<file path="src/rtl/wb_arbiter_if.sv">
// Writeback arbiter bus: ALU result, LSU load response, load-issue tracking and
// the register-file write port, grouped so the arbiter and its users share one definition.
interface wb_arbiter_if #(
    parameter int addr_w = 5,
    parameter int data_w = 32
);
    logic                   alu_valid;
    logic                   alu_ready;
    logic [addr_w-1:0]      alu_rd;
    logic [data_w-1:0]      alu_data;

    logic                   lsu_valid;
    logic                   lsu_ready;
    logic [addr_w-1:0]      lsu_rd;
    logic [data_w-1:0]      lsu_data;
    logic [2:0]             lsu_funct3;
    logic [1:0]             lsu_offset;

    logic                   ld_issue;
    logic [addr_w-1:0]      ld_issue_rd;
    logic [2**addr_w-1:0]   busy;

    logic                   wr_en;
    logic [addr_w-1:0]      wr_addr;
    logic [data_w-1:0]      wr_data;

    modport slave (
        input  alu_valid, alu_rd, alu_data,
        input  lsu_valid, lsu_rd, lsu_data, lsu_funct3, lsu_offset,
        input  ld_issue, ld_issue_rd,
        output alu_ready, lsu_ready, busy, wr_en, wr_addr, wr_data
    );

    modport master (
        output alu_valid, alu_rd, alu_data,
        output lsu_valid, lsu_rd, lsu_data, lsu_funct3, lsu_offset,
        output ld_issue, ld_issue_rd,
        input  alu_ready, lsu_ready, busy, wr_en, wr_addr, wr_data
    );
endinterface

</file>
<file path="src/rtl/wb_arbiter.sv">
// Writeback arbiter: merges ALU results and extended load data through a 2-entry
// load FIFO onto one registered register-file write port, and tracks pending loads.
module wb_arbiter #(
    parameter int addr_w = 5,
    parameter int data_w = 32
) (
    input  logic        clk,
    input  logic        rst,
    wb_arbiter_if.slave bus
);
    localparam int NREG = 2**addr_w;

    logic [1:0]        fifoCnt_q, fifoCnt_d;
    logic [addr_w-1:0] entRd_q   [2];
    logic [addr_w-1:0] entRd_d   [2];
    logic [data_w-1:0] entData_q [2];
    logic [data_w-1:0] entData_d [2];

    logic              wrEn_q, wrEn_d;
    logic [addr_w-1:0] wrAddr_q, wrAddr_d;
    logic [data_w-1:0] wrData_q, wrData_d;
    logic [NREG-1:0]   busy_q, busy_d;

    logic              fifoFull;
    logic              aluFire;
    logic              lsuFire;
    logic              popFire;
    logic [data_w-1:0] lsuExt;

    function automatic logic [data_w-1:0] extendLoad(
        input logic [2:0]        f3,
        input logic [1:0]        off,
        input logic [data_w-1:0] w
    );
        logic [7:0]  b;
        logic [15:0] h;
        case (off)
            2'd0:    b = w[7:0];
            2'd1:    b = w[15:8];
            2'd2:    b = w[23:16];
            default: b = w[31:24];
        endcase
        h = off[1] ? w[31:16] : w[15:0];
        case (f3)
            3'b000:  return {{(data_w-8){b[7]}}, b};
            3'b100:  return {{(data_w-8){1'b0}}, b};
            3'b001:  return {{(data_w-16){h[15]}}, h};
            3'b101:  return {{(data_w-16){1'b0}}, h};
            default: return w;
        endcase
    endfunction

    // A full FIFO always drains first; otherwise the ALU has priority over queued loads.
    assign fifoFull      = (fifoCnt_q == 2'd2);
    assign bus.alu_ready = !fifoFull;
    assign bus.lsu_ready = !fifoFull;
    assign aluFire       = bus.alu_valid && !fifoFull;
    assign lsuFire       = bus.lsu_valid && !fifoFull;
    assign popFire       = fifoFull || (!bus.alu_valid && (fifoCnt_q != 2'd0));
    assign lsuExt        = extendLoad(bus.lsu_funct3, bus.lsu_offset, bus.lsu_data);

    always_comb begin
        fifoCnt_d = fifoCnt_q;
        entRd_d   = entRd_q;
        entData_d = entData_q;
        if (popFire) begin
            entRd_d[0]   = entRd_q[1];
            entData_d[0] = entData_q[1];
            fifoCnt_d    = fifoCnt_q - 2'd1;
        end
        if (lsuFire) begin
            entRd_d[fifoCnt_d[0]]   = bus.lsu_rd;
            entData_d[fifoCnt_d[0]] = lsuExt;
            fifoCnt_d               = fifoCnt_d + 2'd1;
        end
    end

    // Scoreboard set is applied after the pop clear so a same-cycle reissue stays busy.
    always_comb begin
        wrEn_d   = 1'b0;
        wrAddr_d = wrAddr_q;
        wrData_d = wrData_q;
        busy_d   = busy_q;
        if (aluFire) begin
            wrEn_d   = (bus.alu_rd != '0);
            wrAddr_d = bus.alu_rd;
            wrData_d = bus.alu_data;
        end else if (popFire) begin
            wrEn_d             = (entRd_q[0] != '0);
            wrAddr_d           = entRd_q[0];
            wrData_d           = entData_q[0];
            busy_d[entRd_q[0]] = 1'b0;
        end
        if (bus.ld_issue && (bus.ld_issue_rd != '0)) begin
            busy_d[bus.ld_issue_rd] = 1'b1;
        end
        busy_d[0] = 1'b0;
    end

    always_ff @(posedge clk) begin
        if (rst) begin
            fifoCnt_q    <= 2'd0;
            entRd_q[0]   <= '0;
            entRd_q[1]   <= '0;
            entData_q[0] <= '0;
            entData_q[1] <= '0;
            wrEn_q       <= 1'b0;
            wrAddr_q     <= '0;
            wrData_q     <= '0;
            busy_q       <= '0;
        end else begin
            fifoCnt_q    <= fifoCnt_d;
            entRd_q      <= entRd_d;
            entData_q    <= entData_d;
            wrEn_q       <= wrEn_d;
            wrAddr_q     <= wrAddr_d;
            wrData_q     <= wrData_d;
            busy_q       <= busy_d;
        end
    end

    assign bus.wr_en   = wrEn_q;
    assign bus.wr_addr = wrAddr_q;
    assign bus.wr_data = wrData_q;
    assign bus.busy    = busy_q;

endmodule

</file>
<file path="src/flat_wrapper.sv">
// flat-port wrapper written by rule: the top's interface ports become plain ports
module wb_arbiter_flat 
#(
    parameter int addr_w = 5,
    parameter int data_w = 32
)
  (clk, rst, bus_alu_valid, bus_alu_rd, bus_alu_data, bus_lsu_valid, bus_lsu_rd, bus_lsu_data, bus_lsu_funct3, bus_lsu_offset, bus_ld_issue, bus_ld_issue_rd, bus_alu_ready, bus_lsu_ready, bus_busy, bus_wr_en, bus_wr_addr, bus_wr_data);
  wb_arbiter_if #(.addr_w(addr_w), .data_w(data_w)) bus_i ();
  input  logic clk;
  input  logic rst;
  input wire logic [$bits(bus_i.alu_valid)-1:0] bus_alu_valid;
  input wire logic [$bits(bus_i.alu_rd)-1:0] bus_alu_rd;
  input wire logic [$bits(bus_i.alu_data)-1:0] bus_alu_data;
  input wire logic [$bits(bus_i.lsu_valid)-1:0] bus_lsu_valid;
  input wire logic [$bits(bus_i.lsu_rd)-1:0] bus_lsu_rd;
  input wire logic [$bits(bus_i.lsu_data)-1:0] bus_lsu_data;
  input wire logic [$bits(bus_i.lsu_funct3)-1:0] bus_lsu_funct3;
  input wire logic [$bits(bus_i.lsu_offset)-1:0] bus_lsu_offset;
  input wire logic [$bits(bus_i.ld_issue)-1:0] bus_ld_issue;
  input wire logic [$bits(bus_i.ld_issue_rd)-1:0] bus_ld_issue_rd;
  output wire logic [$bits(bus_i.alu_ready)-1:0] bus_alu_ready;
  output wire logic [$bits(bus_i.lsu_ready)-1:0] bus_lsu_ready;
  output wire logic [$bits(bus_i.busy)-1:0] bus_busy;
  output wire logic [$bits(bus_i.wr_en)-1:0] bus_wr_en;
  output wire logic [$bits(bus_i.wr_addr)-1:0] bus_wr_addr;
  output wire logic [$bits(bus_i.wr_data)-1:0] bus_wr_data;
  assign bus_i.alu_valid = bus_alu_valid;
  assign bus_i.alu_rd = bus_alu_rd;
  assign bus_i.alu_data = bus_alu_data;
  assign bus_i.lsu_valid = bus_lsu_valid;
  assign bus_i.lsu_rd = bus_lsu_rd;
  assign bus_i.lsu_data = bus_lsu_data;
  assign bus_i.lsu_funct3 = bus_lsu_funct3;
  assign bus_i.lsu_offset = bus_lsu_offset;
  assign bus_i.ld_issue = bus_ld_issue;
  assign bus_i.ld_issue_rd = bus_ld_issue_rd;
  assign bus_alu_ready = bus_i.alu_ready;
  assign bus_lsu_ready = bus_i.lsu_ready;
  assign bus_busy = bus_i.busy;
  assign bus_wr_en = bus_i.wr_en;
  assign bus_wr_addr = bus_i.wr_addr;
  assign bus_wr_data = bus_i.wr_data;
  wb_arbiter #(.addr_w(addr_w), .data_w(data_w)) u_core (.clk(clk), .rst(rst), .bus(bus_i));
endmodule
</file>
<file path="config.mk">
export PLATFORM = sky130hd
export DESIGN_NAME = wb_arbiter_flat
export DESIGN_NICKNAME = d
export VERILOG_FILES = /design/src/rtl/wb_arbiter_if.sv /design/src/rtl/wb_arbiter.sv /design/src/flat_wrapper.sv
export SDC_FILE = /design/constraint.sdc
export NUM_CORES = 1
export LEC_CHECK = 0
export CAP_MARGIN = 15
export CORE_UTILIZATION = 55
export DETAILED_ROUTE_END_ITERATION = 16
export GPL_TIMING_DRIVEN = 0
export PLACE_DENSITY_LB_ADDON = 0.25
export SLEW_MARGIN = 20
export SYNTH_ARGS = -nofsm -noshare
export SYNTH_HDL_FRONTEND = slang
export SYNTH_SLANG_ARGS = --single-unit
</file>
<file path="constraint.sdc">
create_clock -name clk -period 3.13 [get_ports clk]
set_input_delay 0.313 -clock clk [delete_from_list [all_inputs] [get_ports clk]]
set_output_delay 0.313 -clock clk [all_outputs]
set_load 0.05 [all_outputs]
</file>
==> impl_metrics.yaml <==
status:
  run_status: "complete, no violations"
routing:
  wire_per_inst_um: 18.9
  ant_nets: 0
  vias: 7588
  drcViolationCount: 0
  routed_wl_um: 22800
  first_iter_violations: 1056
  first_pass_iters: 5
  viasPerCell: 6.28
finish:
  area_growth_pct: 34.1
  stdcell_count: 1208
  antenna_cells: 0
  finalNetCount: 1117
  layout-drive-gt1-share: 0.101
clocking:
  clkTransAtPathRegs_ps: 60
  cts_sinks: 145
  cts_setup_buffers: 0
  clkLatencyLatePin_ps: 420
  cts.root.buffer_cell: "clkbuf_16"
  htreeDepth: 4
  cts_buffers: 17
  cts_tree: "done"
  clk_path_buf_depth: 2
worst_setup_path:
  r2r_start: "u_core.fifoCnt_q[0]"
  cp_max_fo: 11
  end_kind: "flip-flop"
  critPathLaunch: "u_core.fifoCnt_q[0]"
  reg2reg_depth: 10
  arrival_ps: 3190
  startpoint_type: "flip-flop"
  cp.required_ps: 3460
  regToRegSetupSlack_ps: 270
  path_class: "reg2reg"
sta:
  slew_headroom: 0.367
  fin_tns_setup_ps: 0
  fin_crit_sh: 0.912
  slew_violations: 0
  rsz0062_at_grt: "false"
  max_freq_ghz: 0.350
  worstMarginPinSlew_ps: 947
  hold_viol: 0
  skew_ps: 6.66
  fin_crit_ps: 2860
  setup_violations: 0
yosys:
  synth_area_leaders: "dfxtp_1 41%, a21oi_1 8.4%, o221a_2 6.1%"
  synth_edf_count: 0
  synth-seq-area-share: 0.413
  netlist_area_um2: 7040
  yosysWarnings: 0
  synthCells: 852
  synthArstFlopShare: 0
  synth_seq_cells: 145
  ys_types: 51
  synth_top_area_frac: 0.413
  syn_avg_cell_area_um2: 8.26
  syn-num-nets: 942
  synth_top_cell_by_area: "dfxtp_1"
  synth-main-ff-cell: "dfxtp_1"
floorplanning:
  die_width_um: 115
  pin_count: 161
  start_util: 0.574
  std_cell_rows: 40
  core_um2: 12300
  die_y_um: 115
  dieArea_um2: 13200
place:
  place_inst: 1176
  place_congestion: 0.947
  place.detailed.hpwl_um: 16400
  portBuffers: 156
run:
  cap_violations: 0
pwr:
  vdd_drop_max_v: 0.000367
  p_leak_nw: 3.44
  p_total_mw: 5.33
  pwr_density_cell_nw_per_um2: 565
global_route:
  grt_use_total: 0.349
  grt_pass1_wl_um: 35900
  antenna_found_initial: 0
  grt-ovfl-total: 0
  grt_pass1_vias: 6968
  grt_max_degree: 17
min_path:
  hold_class: "reg2reg"
==> synthesized netlist by cell type (6+ instances only) <==
cell	number
dfxtp_1	145
a21oi_1	118
nand2_1	76
clkbuf_1	56
inv_1	53
o21ai_0	52
nor3_1	49
nor2_1	46
o221a_2	38
a211oi_1	26
nand3_1	23
o32ai_1	23
nand2b_1	16
mux2i_1	15
buf_2	10
o211ai_1	10
a221oi_2	9
buf_1	9
a221oi_1	7
a311oi_1	7
nor3b_1	7
o22ai_1	6
==> worst min-delay path by stage <==
stage                            to  slack (ps)  depth (start not counted)
after floorplan           flip-flop         420                          2
after global placement    flip-flop         440                          2
after detailed placement  flip-flop         450                          2
after CTS                 flip-flop         460                          2
after global routing      flip-flop         480                          2
final                     flip-flop         470                          2
==> critical path, stage by stage (launching register included) <==
cell and delay [ps]:
dfxtp_1 300, buf_2 170, nor2b_1 70, inv_1 150
clkbuf_2 340, and2_1 180, ha_1 160, clkbuf_1 420
clkbuf_1 590, nor2_1 130, a211oi_1 250
==> routing by layer <==
| metal | GRT usage | wire, µm | vias to the layer above |
|---|---|---|---|
| met4 | 0.134 | 595 | 0 |
| li1 | - | - | 3475 |
| met3 | 0.0791 | 2720 | 64 |
| met1 | 0.491 | 9670 | 3503 |
| met2 | 0.519 | 9810 | 546 |
| met5 | 0 | 0 | - |
==> layout by cell type (no fill, tap or decap), types with 23 or more instances in the layout <==
master / synthesis / layout
a211oi_1: 26 / 26
a21oi_1: 118 / 118
clkbuf_1: 56 / 57
clkdlybuf4s50_1: 0 / 156
dfxtp_1: 145 / 145
inv_1: 53 / 53
nand2_1: 76 / 76
nand3_1: 23 / 23
nor2_1: 46 / 46
nor3_1: 49 / 49
o21ai_0: 52 / 52
o221a_2: 38 / 38
o32ai_1: 23 / 23
==> cells by family after synthesis <==
logic type | after synthesis | share of synthesized area
XOR/XNOR | 1 | 0.00125
AND/OR/NAND/NOR | 240 | 0.167
other | 1 | 0.000533
buffers and inverters | 134 | 0.0775
adder cells (fa/ha/maj) | 1 | 0.00178
AO/OA/AOI/OAI | 313 | 0.315
multiplexers | 17 | 0.0245
flip-flops | 145 | 0.413
==> layout make-up <==
type,instances,area (µm²)
multi-input combinational,573,3590
sequential,145,2900
fill,874,2820
timing repair buffer,156,1560
clock buffer,19,443
buffer,80,344
tap,168,210
inverter,54,203
clock inverter,13,186
==> stage by stage <==
stage / hold slack, ps / setup slack [ps] / cell area (µm²) / util
after floorplan: 424 / 535 / 7040 / -
after global placement: 437 / 200 / 8810 / 0.718
after detailed placement: 450 / 220 / 8810 / 0.718
after CTS: 464 / 155 / 9440 / 0.770
after global routing: 483 / 128 / 9440 / 0.770
final: 470 / 274 / 9440 / 0.770
==> where the power goes <==
part	internal, mW	leakage [nW]	switching (mW)	total (mW)
Combinational	0.435	1.96	0.701	1.14
Clock	1.35	0.295	0.813	2.17
Sequential	1.97	1.19	0.0627	2.03
Total	3.76	3.44	1.58	5.33
==> repair_timing <==
| action | in CTS | in global routing |
|---|---|---|
| resized for setup | 0 | 1 |
| hold buffers | 0 | 0 |
| endpoints found under the hold margin | 0 | 0 |
| setup endpoints to repair | 0 | 20 |
Note: power is estimated with default switching activity, not from simulation.
